**config.mk**
```make
export PLATFORM = sky130hd
export DESIGN_NAME = pipeline_ctrl
export DESIGN_NICKNAME = d
export VERILOG_FILES = /design/src/rtl/pipeline_ctrl.sv
export SDC_FILE = /design/constraint.sdc
export NUM_CORES = 1
export LEC_CHECK = 0
export CAP_MARGIN = 10
export CELL_PAD_IN_SITES_DETAIL_PLACEMENT = 1
export CELL_PAD_IN_SITES_GLOBAL_PLACEMENT = 2
export CORE_ASPECT_RATIO = 2
export CORE_UTILIZATION = 36
export CTS_CLUSTER_SIZE = 8
export DETAILED_ROUTE_END_ITERATION = 8
export DONT_BUFFER_PORTS = 1
export HOLD_SLACK_MARGIN = 0.06
export PLACE_DENSITY = 0.88
export SYNTH_ARGS = -nofsm -noshare
export SYNTH_HDL_FRONTEND = slang
export SYNTH_SLANG_ARGS = --single-unit
```
**constraint.sdc**
```tcl
create_clock -name clk -period 3.85 [get_ports clk]
set_input_delay 0.5775 -clock clk [delete_from_list [all_inputs] [get_ports clk]]
set_output_delay 0.5775 -clock clk [all_outputs]
set_load 0.03 [all_outputs]
```
**src/rtl/pipeline_ctrl.sv**
```systemverilog
// pipeline_ctrl: stall/flush sequencer for the 5-stage pipeline.
// It merges three kinds of request into one per-stage hold vector and a flush/redirect pulse:
// the decoder load-use stall, multi-cycle EX operations, and redirect/exception flushes.
//
// Ports
//   clk, rst     clock and synchronous active-high reset
//   stallreq_id  load-use hazard from the decoder (level)
//   ex_start     pulse that starts a multi-cycle EX op; ex_cycles holds its total length K
//   flush_req    redirect pulse; flush_pc holds its target
//   stall[5:0]   hold per stage: [0]PC [1]IF [2]ID [3]EX [4]MEM [5]WB
//   flush        clears all pipeline registers; new_pc is valid while flush=1
//   ex_busy      a multi-cycle op is in progress
//   ex_done      one-cycle pulse when the multi-cycle result is valid
//
// state   | meaning
// ST_RUN  | normal flow, only load-use stalls
// ST_EXW  | multi-cycle EX op counting down, front end and EX held
// ST_FLSH | flush asserted for FLUSH_CYCLES cycles
module pipeline_ctrl #(
    parameter int CNT_W        = 6,
    parameter int FLUSH_CYCLES = 1
) (
    input  logic             clk,
    input  logic             rst,
    input  logic             stallreq_id,
    input  logic             ex_start,
    input  logic [CNT_W-1:0] ex_cycles,
    input  logic             flush_req,
    input  logic [31:0]      flush_pc,
    output logic [5:0]       stall,
    output logic             flush,
    output logic [31:0]      new_pc,
    output logic             ex_busy,
    output logic             ex_done
);

    localparam int FW = $clog2(FLUSH_CYCLES + 1);

    typedef enum logic [1:0] {ST_RUN, ST_EXW, ST_FLSH} state_t;

    state_t           state, state_nxt;
    logic [CNT_W-1:0] cnt, cnt_nxt;
    logic [FW-1:0]    fcnt, fcnt_nxt;
    logic [31:0]      new_pc_nxt;
    logic             flush_nxt;
    logic             ex_done_nxt;

    always_comb begin
        state_nxt   = state;
        cnt_nxt     = cnt;
        fcnt_nxt    = fcnt;
        new_pc_nxt  = new_pc;
        flush_nxt   = 1'b0;
        ex_done_nxt = 1'b0;
        stall       = 6'b000000;
        ex_busy     = 1'b0;

        case (state)
            ST_RUN: begin
                stall = stallreq_id ? 6'b000111 : 6'b000000;
                if (flush_req) begin
                    new_pc_nxt = flush_pc;
                    fcnt_nxt   = FW'(FLUSH_CYCLES);
                    flush_nxt  = 1'b1;
                    state_nxt  = ST_FLSH;
                end else if (ex_start && (ex_cycles >= CNT_W'(2))) begin
                    // K-1 held cycles follow; K of 0 or 1 is a single-cycle op
                    cnt_nxt   = ex_cycles - CNT_W'(1);
                    state_nxt = ST_EXW;
                end
            end
            ST_EXW: begin
                stall   = 6'b001111;
                ex_busy = 1'b1;
                if (flush_req) begin
                    // a redirect aborts the op; its result is never reported
                    new_pc_nxt = flush_pc;
                    fcnt_nxt   = FW'(FLUSH_CYCLES);
                    flush_nxt  = 1'b1;
                    cnt_nxt    = '0;
                    state_nxt  = ST_FLSH;
                end else if (cnt == CNT_W'(1)) begin
                    cnt_nxt     = '0;
                    ex_done_nxt = 1'b1;
                    state_nxt   = ST_RUN;
                end else begin
                    cnt_nxt = cnt - CNT_W'(1);
                end
            end
            ST_FLSH: begin
                if (flush_req) begin
                    // the newest redirect wins and restarts the flush window
                    new_pc_nxt = flush_pc;
                    fcnt_nxt   = FW'(FLUSH_CYCLES);
                    flush_nxt  = 1'b1;
                end else if (fcnt == FW'(1)) begin
                    fcnt_nxt  = '0;
                    state_nxt = ST_RUN;
                end else begin
                    fcnt_nxt  = fcnt - FW'(1);
                    flush_nxt = 1'b1;
                end
            end
            default: state_nxt = ST_RUN;
        endcase

        // holds must drop in the very cycle reset is applied, before state clears
        if (rst) begin
            stall   = 6'b000000;
            ex_busy = 1'b0;
        end
    end

    always_ff @(posedge clk) begin
        if (rst) begin
            state   <= ST_RUN;
            cnt     <= '0;
            fcnt    <= '0;
            new_pc  <= '0;
            flush   <= 1'b0;
            ex_done <= 1'b0;
        end else begin
            state   <= state_nxt;
            cnt     <= cnt_nxt;
            fcnt    <= fcnt_nxt;
            new_pc  <= new_pc_nxt;
            flush   <= flush_nxt;
            ex_done <= ex_done_nxt;
        end
    end

endmodule

```
Word level (Yosys, flattened, before mapping)
Cells that the tools add are included.

cells by class
  eq/ne operators = 10
  reduce and logical (&&, ||, !) cells = 11
  bitwise gates (word level) = 1
  magnitude comparators = 1
  add/sub/neg operators = 3
  multiplexer cells = 26

operator list
  cell                   count
  $mux W6                5
  $mux W2                6
  $pmux W6 S2            1
  $sub A6 B1 Y6 const B  2
  $mux W1                9
  $ne A2 B2 Y1 const B   4
  $pmux W4 S2            1
  $eq A6 B1 Y1 const B   1
  $ge A6 B2 Y1 const B   1
  $ne A3 B3 Y1 const B   2
  $pmux W2 S3            1
  $reduce_or A3 Y1       2
  $pmux W1 S2            2
  $reduce_and A2 Y1      2
  $reduce_and A4 Y1      1
  $reduce_bool A2 Y1     2
  $mux W3                1
  $reduce_and A3 Y1      1
  $eq A2 B1 Y1 const B   1
  $eq A2 B2 Y1 const B   1
  $logic_not A2 Y1       1
  $ne A2 B1 Y1 const B   1
  $reduce_or A2 Y1       1
  $logic_and A1 B1 Y1    1
  2 further kinds        2

storage, ports and cells
  output and inout bits = 41
  register bits after elaboration = 43
  logic and storage cells = 58
  input bits = 43

Logic depth before layout (Yosys ltp)
  depth in word-level cells = 5
  mapped depth = 7
  mapped depth without buffers = 6

Least setup slack after synthesis
No wires, ideal clock.

  path type = input -> output
  from = in rst
  to = out stall[1]
  data required time = 3273 ps
  stages on the path = 4
  path buffers = 3
  data arrival time = 2059 ps
  slack = 1214 ps
  cells stage by stage = clkbuf_1 -> clkbuf_1 -> nor3_1 -> buf_4

between the ends
  longest elaborated chain between the ends = 1

RTL lines
  element             RTL line  RTL
  start: declaration  24        input logic rst,
  $mux W6             108       if (rst) begin
  end: declaration    30        output logic [5:0] stall,

Every way passes these cells.

Worst setup path in the final report
  from = reg state[0]
  to = out stall[3]

between the ends
  longest elaborated chain between the ends = 3
  elaborated cells on any way between the ends = 4
  those cells by class = eq/ne (1); mux (2); reduce/logical (1)

RTL lines
  element                                           RTL line  RTL
  start: declaration                                41        state_t state, state_nxt;
  start signal: assignment                          123       state <= state_nxt;
  $eq A2 B1 Y1 or $logic_not A2 Y1 (tied branches)  58        case (state)
  $pmux W4 S2 *                                     58
  $mux W6 *                                         108

Every way passes the cells marked *; elsewhere a longest branch is shown, timed or not.

==> metrics.md <==
| Metric | Value |
|---|---|
| Outcome | complete, no violations |
| WP data required | 3270 ps |
| Net count, final | 278 |
| Synth Area in XOR/XNOR | 1.81% |
| Synth warn | 0 |
| Highest Clock Rate | 0.449 GHz |
| Endpoints failing setup | 0 |
| RSZ-0062 raised after global routing | false |
| All-Layer GR Usage | 18.1% |
| Peak VDD IR | 0.196 mV |
| Drt wl/cell | 16.7 µm |
| Grt ovf | 0 |
| Async SR Flop Fraction | 0% |
| EDFF count, synth | 0 |
| Clock network fraction of total power | 35.5% |
| Post-Syn Area | 1940 µm² |
| Synth Area in Compound Gates | 18.0% |
| Detailed-route DRC error count | 0 |
| CTS tree | done |
| Via density | 5.53 |
| CP Max Fanout | 10 |
| Initial core utilization | 37.4% |
| # rows | 37 |
| P_sw | 287 µW |
| Gate power share | 10.9% |
| Global-route wire length before repair | 7530 µm |
| DR pass1 iterations | 4 |
| CTS root buffer | clkbuf_8 |
| Post-DP HPWL | 3530 µm |
| Crit share post-route | 57.8% |
| Setup CP Type | reg -> out |
| Reg power frac | 53.7% |
| Clock slew at reported path FFs | 90 ps |
| 1st-iter DRT viols | 29 |
| CTS Hold Bufs | 0 |
| Netlist cell types | 41 |
| Slew HR | 25.6% |
| Post-synthesis simple-gate area fraction | 24.6% |
| Filler Cells Inserted | 634 |
| Postcts setup bufs | 0 |
| Slowest CP cell | dfxtp_1 |
| Critical Path Max Stage Delay | 560 ps |
| Yosys reg bits | 43 |
| Worst Path Arrival | 1650 ps |
| Switch share | 28.8% |
| Startpoint types | flip-flop |
| PortBufs | 0 |
| Top cells by area, synth | dfxtp_1, nand2_1, a21oi_1 |
| Number of failing hold endpoints at the final stage | 0 |
| Crit path time final | 2230 ps |
| Max Slew Vio Count | 0 |
| Largest buffer count on any clock path | 2 |
| Fraction of layout instances using a drive strength above 1 | 6.90% |
| HP Class | in -> reg |
| Die Span X | 53.9 µm |
| N_diodes | 0 |
| Vias in the first global route | 1635 |
| Skew-Pair Late Insertion Delay | 290 ps |
| Core Area | 5180 µm² |
| Final Power | 994 µW |
| Pint | 707 µW |
| Leak pwr | 0.766 nW |
| Top cell type's share of synthesized area | 44.4% |
| Largest family of logic cells by synthesized area | simple AND/OR/NAND/NOR gates |
| Commonest non-fill, non-tap cell in the layout | nand2_1 |
| Routability Congestion | 0.798 |
| Biggest area consumer among synthesized cells | dfxtp_1 |
| Most frequent cells in the layout | nand2_1, dfxtp_1, a21oi_1, nor2_1 |
| Worst path cell trace | nand2b_1, nor2_1 |
| Worst Max-Slew Pin Slew | 1120 ps |
| Die Area | 5710 µm² |
| Antenna violations before repair | 0 |
| Routed wire length | 4850 µm |
| CTS Buf Count | 5 |
| PwrDens | 490 nW/µm² |
| Max-cap violations | 0 |
| Fin Clk Skew | 5.85 ps |
| Antenna viol nets, final | 0 |
| TNS Setup | 0 ps |
| Post-cts repair resize count | 0 |
| Post-synthesis sequential area ratio | 44.4% |
| Total clock sinks | 43 |
| Top_reg_cell synth | dfxtp_1 |
| Pin count of the biggest net entering global routing | 49 |
| Die Y-Extent | 106 µm |
| Mux cell area share after synthesis | 1.10% |
| H-tree depth | 2 |
| Io pins | 84 |
| Post-Synthesis Cells | 242 |
| Synth Area per Inst | 8.02 µm² |
| DR vias | 1603 |
| P&R area growth vs syn | 4.58% |
| Worst Setup End Kind | output port |
| Adder-cell share of the synthesized area | 2.58% |
[final cells by class]
cell class	instances	area (µm²)	area share [%]
repair buffers	1	15.0	0.740
multi-input cells	174	946	46.6
clock inverters	3	43.8	2.16
flip-flops and latches	43	861	42.4
inverters	6	22.5	1.11
clock buffers	5	68.8	3.39
well taps	58	72.6	3.58
[path summary, 6_finish.rpt]
check | slack [ps] | startpoint | endpoint | depth (start not counted)
setup / recovery | 1620 | state[0] | stall[3] | 2
hold / removal | 340 | rst | cnt[0] | 1
setup reg to reg | 1980 | state[0] | new_pc[16] | 4
hold reg to reg | 480 | fcnt | fcnt | 2
[routing by layer]
| metal | vias to the layer above | routed length [µm] | track usage, % |
|---|---|---|---|
| met2 | 55 | 2790 | 33.6 |
| met3 | 14 | 294 | 4.62 |
| met5 | - | 0 | 0 |
| met4 | 0 | 174 | 10.7 |
| met1 | 756 | 1600 | 15.7 |
| li1 | 778 | - | - |
[logic make-up after synthesis]
kind of cell | after synthesis
buf+inv | 26
flops | 43
fa+ha+maj | 4
xor+xnor | 4
simple gates | 107
compound gates | 55
other cells | 1
mux | 2
[critical path: cells and delay by family, from the launching register on]
kind	cells	cell delay, ps
DFF	1	560
and+or+nand+nor	2	810
[state kept, by name (all words and copies together) (netlist names)]
| register | cells |
|---|---|
| state | 2 |
| fcnt | 1 |
| flush | 1 |
| new_pc | 32 |
| cnt | 6 |
| ex_done | 1 |
[synthesized netlist by cell type, types with 2 or more instances]
master and n:
nor3_1 7, o221ai_1 2, a21oi_1 36, nand2_1 71
inv_1 6, buf_4 5, ha_1 4, buf_2 3
buf_6 3, xor2_1 3, a211oi_1 5, dfxtp_1 43
nor3b_1 2, nand3_1 2, clkbuf_1 8, nand2b_1 5
nor2_1 12, o21ai_0 2
[per-stage QoR]
stage,setup WS (ps),instance area [µm²],hold WS (ps),util (%),cells
floorplan,1210,1940,455,-,243
global placement,2000,1920,467,37.0,282
detailed placement,1960,1920,476,37.0,282
CTS,1620,2030,331,39.1,290
global route,1560,2030,326,39.1,290
finish,1620,2030,345,39.1,290
[power groups by stage]
| stage | Clock, mW | Combinational [mW] | Sequential [mW] |
|---|---|---|---|
| finish | 0.353 | 0.108 | 0.533 |
| CTS | 0.363 | 0.110 | 0.534 |
| global route | 0.381 | 0.123 | 0.538 |
| floorplan | 0 | 0.105 | 0.535 |
| detailed placement | 0 | 0.109 | 0.544 |
| global placement | 0 | 0.106 | 0.543 |
(Power assumes the default switching activity.)
